===== config.mk =====
export PLATFORM = sky130hd
export DESIGN_NAME = clock_alarm_flat
export DESIGN_NICKNAME = d
export VERILOG_FILES = /design/src/rtl/clock_alarm_if.sv /design/src/rtl/clock_alarm.sv /design/src/flat_wrapper.sv
export SDC_FILE = /design/constraint.sdc
export NUM_CORES = 1
export LEC_CHECK = 0
export BUFFER_PORTS_ARGS = -buffer_cell sky130_fd_sc_hd__buf_4
export CORE_ASPECT_RATIO = 2
export CORE_UTILIZATION = 39
export DETAILED_ROUTE_END_ITERATION = 12
export GPL_ROUTABILITY_DRIVEN = 0
export GPL_TIMING_DRIVEN = 0
export MAX_ROUTING_LAYER = met4
export PLACE_DENSITY = 0.61
export SKIP_LAST_GASP = 1
export SYNTH_ARGS = -nofsm -noshare
export SYNTH_HDL_FRONTEND = slang
export SYNTH_SLANG_ARGS = --single-unit

===== constraint.sdc =====
create_clock -name clk -period 3.3 [get_ports clk]
set_input_delay 0 -clock clk [delete_from_list [all_inputs] [get_ports clk]]
set_output_delay 0 -clock clk [all_outputs]
set_load 0.01 [all_outputs]

===== src/rtl/clock_alarm_if.sv =====
// clock_alarm_if
//   Bundles the alarm controller's time, control and status signals.
//   master: the side that supplies live time and user requests (clock counter / UI)
//   slave : the alarm controller itself
//   Signals
//     in_h/in_m/in_s    current time from the clock counter
//     arm               level, alarm enabled while 1
//     alarm_set         load set_h/set_m as the stored alarm time
//     set_h/set_m       alarm time to load
//     snooze/stop       single-cycle user requests
//     ring              registered ring output
//     alarm_h/alarm_m   stored alarm time
//     snooze_cnt        snoozes used in the current alarm event
//     state_dbg         raw controller state (IDLE=0, RING=1, SNOOZE=2)
//   There is no valid/ready pair here: every input is sampled on every rising
//   clock edge, and every output is valid in every cycle.
interface clock_alarm_if;
   logic [5:0] in_h;
   logic [5:0] in_m;
   logic [5:0] in_s;
   logic       arm;
   logic       alarm_set;
   logic [5:0] set_h;
   logic [5:0] set_m;
   logic       snooze;
   logic       stop;
   logic       ring;
   logic [5:0] alarm_h;
   logic [5:0] alarm_m;
   logic [1:0] snooze_cnt;
   logic [1:0] state_dbg;

   modport master (
      output in_h, in_m, in_s, arm, alarm_set, set_h, set_m, snooze, stop,
      input  ring, alarm_h, alarm_m, snooze_cnt, state_dbg
   );

   modport slave (
      input  in_h, in_m, in_s, arm, alarm_set, set_h, set_m, snooze, stop,
      output ring, alarm_h, alarm_m, snooze_cnt, state_dbg
   );
endinterface


===== src/rtl/clock_alarm.sv =====
// clock_alarm
//   Alarm controller downstream of the h/m/s clock counter. Holds a
//   programmable alarm time, rings when the live time reaches hh:mm:00 of the
//   alarm, times the ring out after ring_len seconds and allows up to
//   max_snooze snoozes of snooze_len seconds each.
//   Ports
//     clk    rising-edge system clock
//     reset  asynchronous, active-high
//     bus    clock_alarm_if.slave (time in, requests in, ring/status out)
//   All durations are counted in second ticks, a tick being any cycle in
//   which in_s differs from its value in the previous cycle.
module clock_alarm #(
   parameter int         ring_len     = 30,
   parameter int         snooze_len   = 60,
   parameter int         max_snooze   = 3,
   parameter logic [5:0] alarm_init_h = 6'd7,
   parameter logic [5:0] alarm_init_m = 6'd0
) (
   input  logic          clk,
   input  logic          reset,
   clock_alarm_if.slave  bus
);

   localparam logic [1:0] IDLE   = 2'd0;
   localparam logic [1:0] RING   = 2'd1;
   localparam logic [1:0] SNOOZE = 2'd2;

   localparam logic [8:0] RING_LAST   = 9'(ring_len - 1);
   localparam logic [8:0] SNOOZE_LAST = 9'(snooze_len - 1);
   localparam logic [1:0] MAX_SNZ     = 2'(max_snooze);

   logic [1:0] state, state_nxt;
   logic [8:0] sec_cnt, sec_nxt;
   logic [1:0] snz_q, snz_nxt;
   logic [5:0] prev_s;
   logic [5:0] alarm_h_q, alarm_m_q;
   logic       ring_q, ring_d;
   logic       tick, match;

   assign tick  = (bus.in_s != prev_s);
   assign match = bus.arm && tick && (bus.in_h == alarm_h_q) &&
                  (bus.in_m == alarm_m_q) && (bus.in_s == 6'd0);

   // State register plus the registered outputs and alarm-time storage.
   always_ff @(posedge clk or posedge reset) begin
      if (reset) begin
         state     <= IDLE;
         sec_cnt   <= '0;
         snz_q     <= '0;
         prev_s    <= '0;
         alarm_h_q <= alarm_init_h;
         alarm_m_q <= alarm_init_m;
         ring_q    <= 1'b0;
      end else begin
         state   <= state_nxt;
         sec_cnt <= sec_nxt;
         snz_q   <= snz_nxt;
         prev_s  <= bus.in_s;
         ring_q  <= ring_d;
         if (bus.alarm_set) begin
            alarm_h_q <= bus.set_h;
            alarm_m_q <= bus.set_m;
         end
      end
   end

   // Next-state logic. The if/else chain encodes the request priority:
   // !arm, then alarm_set, then stop, then snooze, then tick/timeouts.
   always_comb begin
      state_nxt = state;
      sec_nxt   = sec_cnt;
      snz_nxt   = snz_q;
      if (!bus.arm) begin
         state_nxt = IDLE;
         snz_nxt   = '0;
      end else if (bus.alarm_set) begin
         state_nxt = IDLE;
      end else begin
         case (state)
            IDLE: begin
               if (match) state_nxt = RING;
            end
            RING: begin
               if (bus.stop) begin
                  state_nxt = IDLE;
                  snz_nxt   = '0;
               end else if (bus.snooze && (snz_q < MAX_SNZ)) begin
                  state_nxt = SNOOZE;
                  snz_nxt   = snz_q + 2'd1;
               end else if (tick) begin
                  // A snooze refused at the limit falls through to here,
                  // so ringing carries on timing normally.
                  if (sec_cnt == RING_LAST) begin
                     state_nxt = IDLE;
                     snz_nxt   = '0;
                  end else begin
                     sec_nxt = sec_cnt + 9'd1;
                  end
               end
            end
            SNOOZE: begin
               if (bus.stop) begin
                  state_nxt = IDLE;
                  snz_nxt   = '0;
               end else if (tick) begin
                  if (sec_cnt == SNOOZE_LAST) state_nxt = RING;
                  else                        sec_nxt   = sec_cnt + 9'd1;
               end
            end
            default: state_nxt = IDLE;
         endcase
      end
      // Every state change restarts the second count.
      if (state_nxt != state) sec_nxt = '0;
   end

   // Output logic: ring is registered from the next state so it follows the
   // state register exactly, and reset clears it immediately.
   always_comb begin
      ring_d = (state_nxt == RING);
   end

   assign bus.ring       = ring_q;
   assign bus.alarm_h    = alarm_h_q;
   assign bus.alarm_m    = alarm_m_q;
   assign bus.snooze_cnt = snz_q;
   assign bus.state_dbg  = state;

endmodule


===== src/flat_wrapper.sv =====
// flat-port wrapper written by rule: the top's interface ports become plain ports
module clock_alarm_flat 
#(
   parameter int         ring_len     = 30,
   parameter int         snooze_len   = 60,
   parameter int         max_snooze   = 3,
   parameter logic [5:0] alarm_init_h = 6'd7,
   parameter logic [5:0] alarm_init_m = 6'd0
)
  (clk, reset, bus_in_h, bus_in_m, bus_in_s, bus_arm, bus_alarm_set, bus_set_h, bus_set_m, bus_snooze, bus_stop, bus_ring, bus_alarm_h, bus_alarm_m, bus_snooze_cnt, bus_state_dbg);
  clock_alarm_if bus_i ();
  input  logic clk;
  input  logic reset;
  input wire logic [$bits(bus_i.in_h)-1:0] bus_in_h;
  input wire logic [$bits(bus_i.in_m)-1:0] bus_in_m;
  input wire logic [$bits(bus_i.in_s)-1:0] bus_in_s;
  input wire logic [$bits(bus_i.arm)-1:0] bus_arm;
  input wire logic [$bits(bus_i.alarm_set)-1:0] bus_alarm_set;
  input wire logic [$bits(bus_i.set_h)-1:0] bus_set_h;
  input wire logic [$bits(bus_i.set_m)-1:0] bus_set_m;
  input wire logic [$bits(bus_i.snooze)-1:0] bus_snooze;
  input wire logic [$bits(bus_i.stop)-1:0] bus_stop;
  output wire logic [$bits(bus_i.ring)-1:0] bus_ring;
  output wire logic [$bits(bus_i.alarm_h)-1:0] bus_alarm_h;
  output wire logic [$bits(bus_i.alarm_m)-1:0] bus_alarm_m;
  output wire logic [$bits(bus_i.snooze_cnt)-1:0] bus_snooze_cnt;
  output wire logic [$bits(bus_i.state_dbg)-1:0] bus_state_dbg;
  assign bus_i.in_h = bus_in_h;
  assign bus_i.in_m = bus_in_m;
  assign bus_i.in_s = bus_in_s;
  assign bus_i.arm = bus_arm;
  assign bus_i.alarm_set = bus_alarm_set;
  assign bus_i.set_h = bus_set_h;
  assign bus_i.set_m = bus_set_m;
  assign bus_i.snooze = bus_snooze;
  assign bus_i.stop = bus_stop;
  assign bus_ring = bus_i.ring;
  assign bus_alarm_h = bus_i.alarm_h;
  assign bus_alarm_m = bus_i.alarm_m;
  assign bus_snooze_cnt = bus_i.snooze_cnt;
  assign bus_state_dbg = bus_i.state_dbg;
  clock_alarm #(.ring_len(ring_len), .snooze_len(snooze_len), .max_snooze(max_snooze), .alarm_init_h(alarm_init_h), .alarm_init_m(alarm_init_m)) u_core (.clk(clk), .reset(reset), .bus(bus_i));
endmodule

## Word level (Yosys, flattened, before mapping)

Index checks and enable logic that the tools add are counted.
W data, S select, Z words.

- Flip-flop bits (word level): 32
- Output and inout bits: 17

- Add/sub/neg operators: 2
- $lt $le $gt $ge: 1
- Eq/ne operators: 22
- Multiplexer cells: 30
- Reduce and logical (&&, ||, !) cells: 11

Operators by type and width:

| cell | count |
|---|---|
| $mux W9 | 10 |
| $mux W2 | 17 |
| $pmux W9 S2 | 1 |
| $eq A6 B6 Y1 | 2 |
| $ne A3 B3 Y1 const B | 4 |
| $ne A5 B3 Y1 const B | 2 |
| $reduce_and A10 Y1 | 1 |
| $add A9 B1 Y9 const B | 1 |
| $eq A9 B5 Y1 const B | 1 |
| $eq A9 B6 Y1 const B | 1 |
| $ne A3 B1 Y1 const B | 3 |
| $logic_not A6 Y1 | 1 |
| $ne A3 B2 Y1 const B | 2 |
| $ne A6 B6 Y1 | 1 |
| $pmux W2 S3 | 1 |
| $logic_and A1 B1 Y1 | 5 |
| $reduce_and A5 Y1 | 1 |
| $eq A2 B1 Y1 const B | 2 |
| $pmux W2 S2 | 1 |
| $reduce_bool A3 Y1 | 1 |
| $add A2 B1 Y2 const B | 1 |
| $eq A2 B2 Y1 const B | 1 |
| $logic_not A2 Y1 | 1 |
| $lt A2 B2 Y1 const B | 1 |
| 4 further kinds | 4 |

## Depth between registers and ports, before layout

Gate-level depths: netlist (run 1).

- Depth in word-level cells: 12
- Depth in mapped cells: 9

## Worst setup path after synthesis (run 1)

OpenSTA, ideal clock, no wires.

- Kind: reg-to-reg
- From: register u_core.state[0] (netlist: u_core.bus.state_dbg[0])
- To: register u_core.sec_cnt[4]
- Library setup time: 0.065 ns
- Data arrival time: 2.143 ns
- Required time: 3.235 ns
- Slack: 1.092 ns
- Stages on the path, launching flop included: 8
- Path buffers: 1
- Clock period less this slack: 2.208 ns
- Path through: dfrtp_1 -> ha_1 -> or3b_2 -> clkbuf_1 -> a21oi_1 -> o21ai_0 -> a2111o_1 -> o21ba_1

- Word-level cells in the longest chain between the ends: 10
- Elaborated cells between the ends (all ways): 30

RTL lines:

| what | RTL line | text |
|---|---|---|
| start, declared | clock_alarm.sv:32 | `logic [1:0] state, state_nxt;` |
| start signal, assigned | clock_alarm.sv:55 | `state <= state_nxt;` |
| $mux W2 | clock_alarm.sv:93 | `if (sec_cnt == RING_LAST) begin` |
| $mux W2 | clock_alarm.sv:90 | `end else if (tick) begin` |
| $mux W2 | clock_alarm.sv:87 | `end else if (bus.snooze && (snz_q < MAX_SNZ)) begin` |
| $mux W2 | clock_alarm.sv:84 | `if (bus.stop) begin` |
| $pmux W2 S3 | clock_alarm.sv:79 | `case (state)` |
| $mux W2 | clock_alarm.sv:76 | `end else if (bus.alarm_set) begin` |
| $mux W2 | clock_alarm.sv:73 | `if (!bus.arm) begin` |
| $ne A2 B2 Y1 | clock_alarm.sv:114 | `if (state_nxt != state) sec_nxt = '0;` |
| $ne A3 B1 Y1 (no line) (tied with other cells) | -- |  |
| $reduce_and A10 Y1 (no line) | -- |  |
| end signal, assigned | clock_alarm.sv:56 | `sec_cnt <= sec_nxt;` |
| end, declared | clock_alarm.sv:33 | `logic [8:0] sec_cnt, sec_nxt;` |

Several ways; a longest one is shown, not always the timed one. The select of a mux whose other input is x is not followed.
A chain may end at the register's enable or synchronous reset.

## Worst setup path in the final report (run 1)

Same ends and word-level chain as after synthesis.

==> results of run 1 <==
[cells in the final DEF (no fill, tap or decap), drive strengths merged, types with 8 or more instances in the layout]
cell type and n:
mux2 12, nor2 10, clkbuf 9, a21oi 14
dlygate4sd3 19, buf 53, o31ai 8, dfrtp 29
xor2 20
[cells by family (layout without fill, tap and decap cells)]
| family | after synthesis | count (layout) | synth area share (%) |
|---|---|---|---|
| simple gates | 57 | 57 | 18.3 |
| compound gates | 38 | 38 | 13.5 |
| buf+inv | 11 | 90 | 2.26 |
| xor+xnor | 20 | 20 | 9.61 |
| fa+ha+maj | 7 | 7 | 4.80 |
| mux | 12 | 12 | 7.41 |
| flops | 32 | 32 | 44.1 |
[worst min-delay path, delay by kind of cell]
| kind | cells | cell delay, ns |
|---|---|---|
| buf+inv | 2 | 0.22 |
| compound gates | 1 | 0.05 |
[flip-flops by register name, summed over array words and instances (netlist names)]
signal / count
u_core.bus.state_dbg: 2
u_core.bus.alarm_h: 6
u_core.bus.ring: 1
u_core.sec_cnt: 9
u_core.prev_s: 6
u_core.bus.snooze_cnt: 2
u_core.bus.alarm_m: 6
[cell type report]
class,instances,area share [%]
Sequential cell,32,31.1
Buffer,4,0.581
Multi-Input combinational cell,134,37.8
Timing Repair Buffer,71,23.2
Tap cell,54,2.62
Clock buffer,6,3.20
Clock inverter,2,0.387
Inverter,7,1.02
[report_power, final]
group,total [mW],switching (mW),internal [mW]
sequential,0.431,0.0165,0.414
clock,0.317,0.151,0.166
combinational,0.156,0.0629,0.0931
total,0.904,0.230,0.674
[layer usage]
layer | vias to the layer above | track usage, % | part of all wire, %
met5 | - | - | 0
met1 | 775 | 19.9 | 36
met2 | 56 | 40.6 | 58
met3 | 12 | 3.40 | 3.7
li1 | 814 | - | -
met4 | 0 | 9.83 | 2.6
[what timing repair did]
| action | CTS | global route |
|---|---|---|
| setup buffers | 0 | 0 |
| endpoints found under the hold margin | 18 | 10 |
| hold buffers | 18 | 1 |
[how the worst max path moves through the flow]
| stage | from | to | depth (start not counted) |
|---|---|---|---|
| 3_3_place_gp | u_core.bus.state_dbg[0]$_DFF_PP0_ | u_core.sec_cnt[4]$_DFFE_PP0P_ | 7 |
| 6_report | u_core.bus.state_dbg[0]$_DFF_PP0_ | u_core.sec_cnt[4]$_DFFE_PP0P_ | 7 |
| 2_1_floorplan | u_core.bus.state_dbg[0]$_DFF_PP0_ | u_core.sec_cnt[4]$_DFFE_PP0P_ | 7 |
| 4_1_cts | u_core.bus.state_dbg[0]$_DFF_PP0_ | u_core.sec_cnt[4]$_DFFE_PP0P_ | 7 |
| 5_1_grt | u_core.bus.state_dbg[0]$_DFF_PP0_ | u_core.sec_cnt[5]$_DFFE_PP0P_ | 7 |
| 3_5_place_dp | u_core.bus.state_dbg[0]$_DFF_PP0_ | u_core.sec_cnt[4]$_DFFE_PP0P_ | 7 |
==> results.toml, run 1 <==
[layout]
diodes = 0
multi_input_area_um2 = 977
drive_above_1_share_pct = 31.3
register_area_um2 = 805
final_nets = 298
final_area_um2 = 2580
fin_util_pct = 58.4
area_growth_pct = 41.7
stdcell_count = 310
fillers = 411

[global_route]
grt_use_total_pct = 21.4
grt_max_degree = 33
antenna_found_initial = 0
grt-ovfl-total = 0
grt_pass1_wl_mm = 7.80
grt_pass1_vias = 1820

[sta]
tightestPinTransition_ns = 0.565
hold_violations = 0
rsz0062_at_grt = "false"
max_freq_ghz = 0.401
setup_ws_ns = 0.809
final.setup.tns_ns = 0
layout_min_cycle_time_ns = 2.49
max-slew-margin-rel_pct = 62.3
fin_crit_sh_pct = 75.5
clock_skew_ns = 0.00313
hold_slack_ns = 0.0200
setup-violations-final = 0
drv_slew = 0

[setup_path]
crit_chain = "ha_1 -> or3b_2 -> clkbuf_1 -> or3_1 -> o31ai_1 -> a2111o_1 -> o21ba_1"
startpoint_type = "flip-flop"
crit_family = "simple AND/OR/NAND/NOR gates"
r2r_setup_slack_ns = 0.81
cp_slowest_stage_delay_ns = 0.49
worstReg2RegStart = "u_core.bus.state_dbg[0]$_DFF_PP0_"
worstSetupEndpointType = "flip-flop"
crit_fanout = 9
r2r-end = "u_core.sec_cnt[4]$_DFFE_PP0P_"
cpMaxStageDelayCell = "dfrtp_1"
critPathRequiredTime_ns = 3.48
crit_type = "reg -> reg"
ff2ff_path_depth = 7
crit_buf_inv = 1
worst_ep_arrival_time_ns = 2.67

[flow_run]
max_cap_viol_count = 0

[routing]
avgViaCountPerCell = 5.35
drc = 0
antenna_left = 0
wl_mm = 4.71
dr.pass1.iters = 5
drt_iter0_markers = 46
routed-via-count = 1657
routedWlPerCell_um = 15.2

[floorplanning]
die_h_um = 98.7
ios = 53
num_rows = 34
start_util_pct = 41.2
die_w_um = 50.3
coreArea_um2 = 4420
fp.dieArea_um2 = 4970

[worst_hold_path]
worstHoldStart = "bus_arm"
hold_class = "in -> reg"
hold_depth = 3
min_to = "u_core.bus.snooze_cnt[0]$_DFFE_PP0P_"

[clock_network]
clockRootBuffer = "clkbuf_8"
worst_skew_pair.late_latency_ns = 0.29
clockBufferDepth = 2
post_cts_resized = 0
cts_made_buffers = 5
clk_pin_slew_ns = 0.07
tritoncts = "yes"
cts.htree.levels = 2
cts_sinks = 32

[pwr]
max-vdd-ir-drop_uv = 283
p_leak_nw = 1.15
powerDensity_nw_per_um2 = 350
power_uw = 904

[run_status]
outcome = "complete, no violations"

[synth]
synth-edff-count = 0
synth_top_area_share_pct = 39.8
synthTopCellsByCount = "dfrtp_1, xor2_1, a21oi_1"
syn-num-nets = 220
async_reset_ff_share_pct = 100
synthesis.area_um2 = 1820
ys_seq_area_share_pct = 44.1
syn_inst = 177
yosys.cell_count.top_type = "dfrtp_1"
yosysTopAreaCell = "dfrtp_1"
synth_ff_type = "dfrtp_1"
yosys_warnings = 0
ys_types = 38
avgSynthCellArea_um2 = 10.3
synthTopCellsByArea = "dfrtp_1, xor2_1, mux2_2"
ys_seq_elements = 32

[place]
dp_slack_ns = 0.895
portBuffers = 51
dp_cells = 282
hpwl_mm = 3.37
postPlaceCellArea_um2 = 2270
(Power assumes the default switching activity.)
==> run 2: changes to the inputs <==
ABC_AREA = 1   (was unset)
PLACE_DENSITY = 0.6   (was 0.61)
clock period = 2.5 ns   (was 3.3 ns; I/O delays follow)
==> results.toml, run 2 <==
[run_status]
outcome = "complete, no violations"

[setup_path]
crit_chain = "ha_1 -> nor2_1 -> inv_1 -> o21ai_0 -> inv_1 -> nand3_2 -> nand2_2 -> nand2_1 -> nand2_1 -> nand2_2 -> nand3_4 -> nor2_1"
crit_path_end = "u_core.sec_cnt[6]$_DFFE_PP0P_"
crit_family = "simple AND/OR/NAND/NOR gates"
cp-startpoint = "u_core.bus.snooze_cnt[0]$_DFFE_PP0P_"
r2r_setup_slack_ns = 0.50
cpMaxStageDelayCell = "dfrtp_1"
crit_fanout = 9
startpoint_type = "flip-flop"
crit_type = "reg -> reg"
ff2ff_path_depth = 12
cp_slowest_stage_delay_ns = 0.42
critPathRequiredTime_ns = 2.71
crit_buf_inv = 2
worst_ep_arrival_time_ns = 2.21
r2r-end = "u_core.sec_cnt[6]$_DFFE_PP0P_"
crit_cells = 12
worstReg2RegStart = "u_core.bus.snooze_cnt[0]$_DFFE_PP0P_"
worstSetupEndpointType = "flip-flop"

[global_route]
grt_pass1_wl_mm = 8.28
grt-ovfl-total = 0
grt_max_degree = 33
antenna_found_initial = 0
grt_pass1_vias = 1920
grt_use_total_pct = 20.3

[synth]
synth_ff_type = "dfrtp_1"
synthesis.area_um2 = 2120
synth_top_family_by_area = "simple AND/OR/NAND/NOR gates"
synthTopCellsByCount = "nand2_1, inv_1, dfrtp_1"
ys_seq_elements = 32
synthMuxAreaShare_pct = 0
ys_seq_area_share_pct = 37.9
synth-edff-count = 0
syn_inst = 288
synth-simple-area-share_pct = 37.2
avgSynthCellArea_um2 = 7.36
syn-num-nets = 331
yosys.cell_count.top_type = "nand2_1"
synth-xor-area-share_pct = 3.72
synth_top_area_share_pct = 34.2
synthTopCellsByArea = "dfrtp_1, nand2_1, inv_1"
ys_types = 29
yosysTopAreaCell = "dfrtp_1"
yosys_warnings = 0
synth_compound_area_share_pct = 6.31
async_reset_ff_share_pct = 100
synthAdderAreaFrac_pct = 4.13

[place]
portBuffers = 52
hpwl_mm = 3.91

[floorplanning]
die_w_um = 54.1
num_rows = 37
die_h_um = 106
ios = 53
fp.dieArea_um2 = 5750
start_util_pct = 40.9
coreArea_um2 = 5180

[clock_network]
cts_made_buffers = 5
tritoncts = "yes"
cts.htree.levels = 2
clk_pin_slew_ns = 0.07
clockRootBuffer = "clkbuf_8"
cts_sinks = 32
clockBufferDepth = 2
worst_skew_pair.late_latency_ns = 0.28
post_cts_resized = 0

[layout]
area_growth_pct = 37.6
final_cell_mix = "nand2_1, buf_4, inv_1, dfrtp_1, nor2_1"
diodes = 0
final_common_cell = "nand2_1"
drive_above_1_share_pct = 27.1
final_nets = 411
register_area_um2 = 805
registers.top_by_ff_count = "u_core.sec_cnt"
largest_register_ffs = 9
fillers = 494
multi_input_area_um2 = 1090

[routing]
avgViaCountPerCell = 4.63
routed-via-count = 1979
drt_iter0_markers = 32
drc = 0
dr.pass1.iters = 5
wl_mm = 5.03
routedWlPerCell_um = 11.8
antenna_left = 0

[sta]
drv_slew = 0
max-slew-margin-rel_pct = 58.8
final.setup.tns_ns = 0
rsz0062_at_grt = "false"
fin_crit_sh_pct = 80.1
layout_min_cycle_time_ns = 2.00
setup-violations-final = 0
clock_skew_ns = 0.00298
hold_violations = 0
max_freq_ghz = 0.500
tightestPinTransition_ns = 0.613
hold_slack_ns = 0.0111

[pwr]
power_mw = 1.28
max-vdd-ir-drop_uv = 385
p_leak_nw = 1.54
powerDensity_nw_per_um2 = 439

[worst_hold_path]
hold_class = "in -> reg"
hold_depth = 2

[flow_run]
max_cap_viol_count = 0
run 2: kinds of logic (layout without fill, tap and decap cells):
family | Yosys count | in the layout
AND/OR/NAND/NOR | 161 | 161
flip-flops | 32 | 32
XOR/XNOR | 9 | 9
buffers and inverters | 58 | 139
AO/OA/AOI/OAI | 21 | 21
adder cells (fa/ha/maj) | 7 | 7
run 2: timing repair:
item | in CTS | in global routing
hold buffers | 19 | 1
hold endpoints to repair | 18 | 11
setup buffers | 0 | 0
run 2: area by class of cell:
cell class	count	area share, %
Multi-Input combinational cell	198	37.3
Sequential cell	32	27.6
Timing Repair Buffer	73	21.2
Inverter	55	7.16
Clock buffer	6	2.49
Tap cell	58	2.49
Clock inverter	2	1.20
Buffer	3	0.643
run 2: how the worst min path moves through the flow:
stage	from	slack, ns	to
2_1_floorplan	bus_in_s[0]	0.03	u_core.prev_s[0]$_DFF_PP0_
3_3_place_gp	bus_in_s[5]	0.13	u_core.prev_s[5]$_DFF_PP0_
3_5_place_dp	bus_in_s[5]	0.13	u_core.prev_s[5]$_DFF_PP0_
4_1_cts	bus_alarm_set	0.005	u_core.bus.alarm_m[4]$_DFFE_PP0P_
5_1_grt	bus_alarm_set	0.01	u_core.bus.alarm_m[4]$_DFFE_PP0P_
6_report	bus_alarm_set	0.01	u_core.bus.alarm_m[4]$_DFFE_PP0P_
run 2: per-stage QoR:
step	std cells	cell area [µm²]	util [%]	worst slack (ns)
5_1_grt	427	2920	56.3	0.288
2_1_floorplan	288	2120	-	0.703
4_1_cts	425	2880	55.6	0.470
6_report	427	2920	56.3	0.499
3_5_place_dp	398	2580	49.8	0.478
3_3_place_gp	398	2580	49.8	0.539
run 2: layer usage:
layer  track usage, %  wire, µm
met5                -         0
met4             8.24       102
met3             3.00       124
met2             36.5      2930
met1             20.5      1880
run 2: power by group:
part / switching, mW / leakage (nW) / internal, mW
Sequential: 0.0178 / 0.406 / 0.545
Combinational: 0.111 / 1.08 / 0.118
Clock: 0.193 / 0.0552 / 0.296
Total: 0.322 / 1.54 / 0.959
==> run 3: changes to the inputs <==
clock period = 1.86 ns   (was 2.5 ns; I/O delays follow)
==> results.toml, run 3 (same netlist as run 2, synthesis figures left out) <==
[global_route]
antenna_found_initial = 0
grt_use_total_pct = 21.1
grt_max_degree = 33
grt-ovfl-total = 0
grt_pass1_wl_mm = 8.54
grt_pass1_vias = 1957

[layout]
register_area_um2 = 810
fillers = 478
diodes = 0
area_growth_pct = 45.5
final_cell_mix = "nand2_1, buf_4, inv_1, dfrtp_1, dlygate4sd3_1"
final_common_cell = "nand2_1"
drive_above_1_share_pct = 34.6
final_nets = 423
registers.top_by_ff_count = "u_core.sec_cnt"
largest_register_ffs = 9
multi_input_area_um2 = 1170

[pwr]
internal_power_mw = 1.30
max-vdd-ir-drop_uv = 534
clockPowerShare_pct = 38.0
swShare_pct = 25.5
power_frac_comb_pct = 18.7
pwr-share-seq_pct = 43.3
p_leak_nw = 1.62
switching_power_uw = 445
powerDensity_nw_per_um2 = 565

[sta]
final.setup.tns_ns = 0
setup_ws_ns = 0.0268
clock_skew_ns = 0.00284
hold_violations = 0
tightestPinTransition_ns = 0.526
layout_min_cycle_time_ns = 1.83
setup-violations-final = 0
fin_crit_sh_pct = 98.6
max-slew-margin-rel_pct = 64.7
drv_slew = 0
max_freq_ghz = 0.546
rsz0062_at_grt = "true"

[clock_network]
worst_skew_pair.late_latency_ns = 0.28
clk_pin_slew_ns = 0.07
clockRootBuffer = "clkbuf_8"
tritoncts = "yes"
clockBufferDepth = 2
cts.htree.levels = 2
cts_sinks = 32
cts_made_buffers = 5

[routing]
routed-via-count = 2053
dr.pass1.iters = 4
drt_iter0_markers = 40
wl_mm = 5.41
routedWlPerCell_um = 12.3
avgViaCountPerCell = 4.68
drc = 0
antenna_left = 0

[setup_path]
crit_buf_inv = 2
crit_fanout = 5
crit_family = "simple AND/OR/NAND/NOR gates"
worst_ep_arrival_time_ns = 2.04
crit_chain = "ha_1 -> nor2_4 -> inv_1 -> o21ai_0 -> inv_1 -> nand3_2 -> nand2_2 -> nand2_2 -> nand2_2 -> nand2_4 -> nand3_4 -> nor2_1"
cpMaxStageDelayCell = "dfrtp_1"
cp_slowest_stage_delay_ns = 0.42
startpoint_type = "flip-flop"
worstSetupEndpointType = "flip-flop"
crit_top_cell = "nand2_2"
critPathRequiredTime_ns = 2.07
crit_type = "reg -> reg"

[place]
portBuffers = 52
dp_slack_ns = -0.162
hpwl_mm = 3.91

[run_status]
outcome = "complete, no violations"

[floorplanning]
die_h_um = 106
die_w_um = 54.1
coreArea_um2 = 5180
ios = 53
num_rows = 37
fp.dieArea_um2 = 5750
start_util_pct = 40.9

[worst_hold_path]
hold_class = "in -> reg"

[flow_run]
max_cap_viol_count = 0
run 3: layer usage:
metal	part of all wire [%]	GRT usage, %
met1	37	20.3
met2	57	38.2
met3	2.6	3.29
met4	3.3	9.89
met5	0	-
run 3: stage by stage:
| step | util (%) | power [mW] | hold WS (ns) | cells | area (µm²) |
|---|---|---|---|---|---|
| global placement | 49.8 | 1.03 | 0.129 | 398 | 2580 |
| CTS | 56.8 | 1.75 | 0.0102 | 428 | 2950 |
| finish | 59.5 | 1.74 | 0.0172 | 439 | 3090 |
| global route | 59.5 | 1.84 | 0.0149 | 439 | 3090 |
| detailed placement | 49.8 | 1.04 | 0.132 | 398 | 2580 |
| floorplan | - | 0.899 | 0.0314 | 288 | 2120 |
run 3: layout make-up:
cell class	instances	area share (%)
Tap cell	58	2.35
Inverter	55	6.77
Clock buffer	6	2.35
Multi-Input combinational cell	199	37.9
Timing Repair Buffer	84	22.7
Clock inverter	2	1.13
Buffer	3	0.608
Sequential cell	32	26.2
run 3: worst register-to-register path: stages (launching register included):
cell	delay, ns
dfrtp_1	0.42
ha_1	0.24
nor2_4	0.16
inv_1	0.09
o21ai_0	0.15
inv_1	0.08
nand3_2	0.08
nand2_2	0.07
nand2_2	0.07
nand2_2	0.06
nand2_4	0.10
nand3_4	0.10
nor2_1	0.12
run 3: power by group through the flow:
stage | sequential [mW] | combinational [mW] | clock (mW)
4_1_cts | 0.757 | 0.307 | 0.685
3_5_place_dp | 0.770 | 0.271 | 0
5_1_grt | 0.760 | 0.364 | 0.716
6_report | 0.756 | 0.325 | 0.662
2_1_floorplan | 0.779 | 0.120 | 0
3_3_place_gp | 0.768 | 0.266 | 0
run 3: timing repair:
action	4_1_cts	5_1_grt
cloned	1	0
endpoints found under the hold margin	18	11
setup endpoints to repair	9	12
buffers inserted	2	9
gates resized for setup	12	13
hold buffers	19	1
pin swaps	7	6
run 3: final timing paths:
kind                                                 startpoint                                 to  slack (ns)  cells past startpoint
min in group asynchronous                                 reset      u_core.sec_cnt[8]$_DFFE_PP0P_        0.25                      3
setup reg to reg           u_core.bus.snooze_cnt[0]$_DFFE_PP0P_      u_core.sec_cnt[6]$_DFFE_PP0P_        0.03                     12
setup / recovery           u_core.bus.snooze_cnt[0]$_DFFE_PP0P_      u_core.sec_cnt[6]$_DFFE_PP0P_        0.03                     12
max in group asynchronous                                 reset  u_core.bus.alarm_h[0]$_DFFE_PP1P_        1.09                      4
hold reg to reg               u_core.bus.alarm_h[0]$_DFFE_PP1P_  u_core.bus.alarm_h[0]$_DFFE_PP1P_        0.51                      2
hold / removal                                    bus_alarm_set  u_core.bus.alarm_m[4]$_DFFE_PP0P_        0.02                      2
